===== src/rtl/mic_level_meter.sv =====
// mic_level_meter: windowed peak detector that quantises mic amplitude into a
// 17-level thermometer code with rise-fast / fall-slow smoothing.
module mic_level_meter #(
    parameter int WINDOW     = 4000,
    parameter int BASE       = 2048,
    parameter int STEP_SHIFT = 7,
    parameter bit DECAY_EN   = 1'b1
) (
    input  logic        clock,
    input  logic        reset,
    input  logic        sample_valid,
    input  logic [11:0] mic_in,
    output logic [15:0] level,
    output logic [4:0]  level_num,
    output logic        update
);
    logic [11:0] peak_q, peak_d, wp, excess, steps;
    logic [15:0] cnt_q, cnt_d;
    logic [4:0]  num_q, num_d, new_lvl;
    logic [15:0] therm_q, therm_d;
    logic        upd_q, last;

    always_comb begin
        wp      = (mic_in > peak_q) ? mic_in : peak_q;
        excess  = (wp > 12'(BASE)) ? wp - 12'(BASE) : 12'd0;
        steps   = excess >> STEP_SHIFT;
        new_lvl = (excess == 12'd0) ? 5'd0 : (steps > 12'd15) ? 5'd16 : steps[4:0] + 5'd1;
        num_d   = (new_lvl >= num_q || !DECAY_EN) ? new_lvl : num_q - 5'd1;
        therm_d = 16'((17'd1 << num_d) - 17'd1);
        last    = cnt_q == 16'(WINDOW - 1);
        cnt_d   = last ? 16'd0 : cnt_q + 16'd1;
        // The final sample is folded into wp above, so the next window starts empty.
        peak_d  = last ? 12'd0 : wp;
    end

    always_ff @(posedge clock) begin
        if (reset) begin
            peak_q  <= '0;
            cnt_q   <= '0;
            num_q   <= '0;
            therm_q <= '0;
            upd_q   <= 1'b0;
        end else begin
            upd_q <= 1'b0;
            if (sample_valid) begin
                cnt_q  <= cnt_d;
                peak_q <= peak_d;
                if (last) begin
                    num_q   <= num_d;
                    therm_q <= therm_d;
                    upd_q   <= 1'b1;
                end
            end
        end
    end

    assign level     = therm_q;
    assign level_num = num_q;
    assign update    = upd_q;
endmodule


===== config.mk =====
export PLATFORM = sky130hd
export DESIGN_NAME = mic_level_meter
export DESIGN_NICKNAME = d
export VERILOG_FILES = /design/src/rtl/mic_level_meter.sv
export SDC_FILE = /design/constraint.sdc
export NUM_CORES = 1
export LEC_CHECK = 0
export ABC_CLOCK_PERIOD_IN_PS = 12500
export BUFFER_PORTS_ARGS = -buffer_cell sky130_fd_sc_hd__buf_2
export CELL_PAD_IN_SITES_DETAIL_PLACEMENT = 0
export CELL_PAD_IN_SITES_GLOBAL_PLACEMENT = 1
export CORE_ASPECT_RATIO = 0.75
export CORE_MARGIN = 10
export CORE_UTILIZATION = 30
export DETAILED_ROUTE_END_ITERATION = 6
export PLACE_DENSITY = 0.69
export SLEW_MARGIN = 20
export SYNTH_ARGS = -nofsm -noshare
export SYNTH_HDL_FRONTEND = slang
export SYNTH_SLANG_ARGS = --single-unit

===== constraint.sdc =====
create_clock -name clock -period 12.5 [get_ports clock]
set_input_delay 1.875 -clock clock [delete_from_list [all_inputs] [get_ports clock]]
set_output_delay 1.875 -clock clock [all_outputs]
set_load 0.005 [all_outputs]

==> run metrics <==
DR pass1 iterations=4; die width=142 um; Synth area leaders=dfxtp_1 (30%), ha_1 (7.9%), nor2_1 (6.7%); LEAKAGE=1.46 nW; routability cong.=0.875; CP Class=primary input to register; Fmax=111 MHz; most frequent cell on the critical path=ha_1; power share of the sequential group=0.390; pre-CTS WS=3.28 ns; Async S/R FF share, synth=0; post-synth top area cell=dfxtp_1; Most used DFF post-synth=dfxtp_1; post-synth top area share=0.301; clk_lat worst skew=0.29 ns; buffer count from post-CTS setup fixing=0; total CTS buffers=5; grt ovf=0; Crit. Startpoint=mic_in[10]; max cap viols=0; Max H-tree Level=2; overall routing resource usage=0.117; total power=0.000426 W; die area=15700 um2; first-pass GRT wire length=15600 um; critical path endpoint=level[4]$_SDFFE_PP0P_; DP Wirelength=7030 um; Worst-path clk slew=0.07 ns; period utilization=0.723; post-layout util=0.347; post-cts repair resize count=0; r2r setup slk=4.65 ns; RR Endpoint=level[4]$_SDFFE_PP0P_; initial core utilization=0.305; DRT Wirelength=9210 um; CTS tree=done; crit path launch type=primary input; CP peak stage delay=0.73 ns; Period minus WS final=9.04 ns; antenna violations before repair=0; clk root buf=clkbuf_16; clock share of power=0.321; row cnt=33; Setup TNS=0 ns; largest net degree at the start of global routing=32; PwrDens=112 nW/um2; CTS Hold Bufs=0; Syn-to-layout area delta=13.7%; run status=completed; switching share of total power=0.339; share of cells above drive strength 1=0.148; Netlist cell types=70; slowest CP cell=a21oi_1; Post-synth EDFFs=0; Tightest Pin Transition=0.920 ns; Tightest Hold Check Type=register to register; crit path DAT=9.24 ns; post-route ant nets=0; Setup Viol. Count Final=0; Psw=0.000144 W; combinational group share of total power=0.289; Slew HR=0.386; worst r2r src=peak_q[11]$_SDFFE_PP0P_; Vias=3077; worst reg2reg path depth=29; Netlist Area Pre-Place=3330 um2; Worst Skew=0.00597 ns; CTS Buffer Depth=2; Hold Fails Final Rpt=0; initial DRC count=225; antenna fix cells=0; Sink Count=50; post-synth net total=450; vias in the first global route=3070; core area=10900 um2; internal power=0.000281 W; crit end category=register; WL/cell=15.8 um; RSZ-0062 raised after global routing=false; Die Y-Extent=111 um; commonest non-fill, non-tap cell in the layout=nor2_1; fin. max-slew vios=0; Residual DRC=0; post-DR vias/cell=5.26; Required @ worst endpoint=12.70 ns; commonest cells after routing, fill and taps aside=nor2_1 (59), dfxtp_1 (50), buf_2 (36), nand2_1 (34), nand3_1 (26); FF+latch count, synth=50; io pins=37; final net count=480; YS warnings=0; Syn Inst Count=414; final setup margin=3.46 ns; Max VDD drop=0.0000458 V; worst-path maximum fanout=16; number of port buffers=36; syn_area_per_cell=8.04 um2; share of the yosys chip area belonging to registers=0.301
==> power groups by stage <==
stage	clock, W	sequential, W	combinational, W
floorplan	0	0.000168	0.0000912
global placement	0	0.000170	0.000121
detailed placement	0	0.000170	0.000121
CTS	0.000142	0.000166	0.000122
global route	0.000147	0.000166	0.000136
finish	0.000137	0.000166	0.000123
==> how the worst min path moves through the flow <==
stage | startpoint | endpoint | cells past startpoint
6_report | level[7]$_SDFFE_PP0P_ | level[7]$_SDFFE_PP0P_ | 2
5_1_grt | level[7]$_SDFFE_PP0P_ | level[7]$_SDFFE_PP0P_ | 2
4_1_cts | level[7]$_SDFFE_PP0P_ | level[7]$_SDFFE_PP0P_ | 2
3_5_place_dp | level[7]$_SDFFE_PP0P_ | level[7]$_SDFFE_PP0P_ | 2
3_3_place_gp | level[7]$_SDFFE_PP0P_ | level[7]$_SDFFE_PP0P_ | 2
2_1_floorplan | level[7]$_SDFFE_PP0P_ | level[7]$_SDFFE_PP0P_ | 2
==> through the flow <==
stage	area (um2)	std cells	hold WS (ns)
2_1_floorplan	3330	414	0.439
3_3_place_gp	3640	577	0.430
3_5_place_dp	3640	577	0.434
4_1_cts	3780	585	0.446
5_1_grt	3780	585	0.471
6_report	3780	585	0.444
==> layer usage <==
| metal | vias to the layer above | track usage | share of wire |
|---|---|---|---|
| met5 | - | 0 | 0 |
| met4 | 0 | 0.0292 | 0.011 |
| met3 | 12 | 0.0278 | 0.049 |
| met2 | 65 | 0.176 | 0.43 |
| met1 | 1428 | 0.162 | 0.51 |
| li1 | 1572 | - | - |
==> area by class of cell <==
class	count	area, um2
Inverter	24	90.1
Sequential cell	50	1000
Clock buffer	6	129
Multi-Input combinational cell	323	2160
Tap cell	140	175
Clock inverter	2	13.8
Timing Repair Buffer	40	210
Fill cell	1173	7120
==> state kept, by name, summed over array words and instances (netlist names) <==
name and cells:
cnt_q 16, level 16, level_num 5, peak_q 12, update 1
==> critical path, delay by kind of cell <==
family	cells	cell delay, ns
AND/OR/NAND/NOR	11	2.17
AO/OA/AOI/OAI	9	2.71
multiplexers	2	0.71
buffers and inverters	2	0.33
adder cells (fa/ha/maj)	5	1.42
==> logic make-up after synthesis <==
group,synth area share
and+or+nand+nor,0.256
AOI/OAI and AO/OA,0.228
DFF,0.301
buffers and inverters,0.0500
adders and majority gates,0.0790
xor gates and xnor gates,0.0500
muxes,0.0357
other,0.00113
==> cells in the mapped netlist, types with 3 or more instances <==
cell / instances
nand4_1: 6
mux2i_1: 7
and2_1: 3
ha_1: 21
nor4_1: 5
nand2b_1: 4
xnor2_1: 10
o21ai_0: 15
a21oi_1: 11
clkbuf_1: 13
a22oi_1: 13
and3_1: 7
inv_1: 24
mux2_2: 3
nand3_1: 26
a211oi_2: 3
dfxtp_1: 50
nand2_1: 34
nor2_1: 59
a311oi_1: 5
a21o_1: 4
xor2_1: 9
a31oi_1: 3
a211oi_1: 9
nor3_1: 11
o211ai_1: 4
nor2b_1: 5
(Power assumes the default switching activity.)
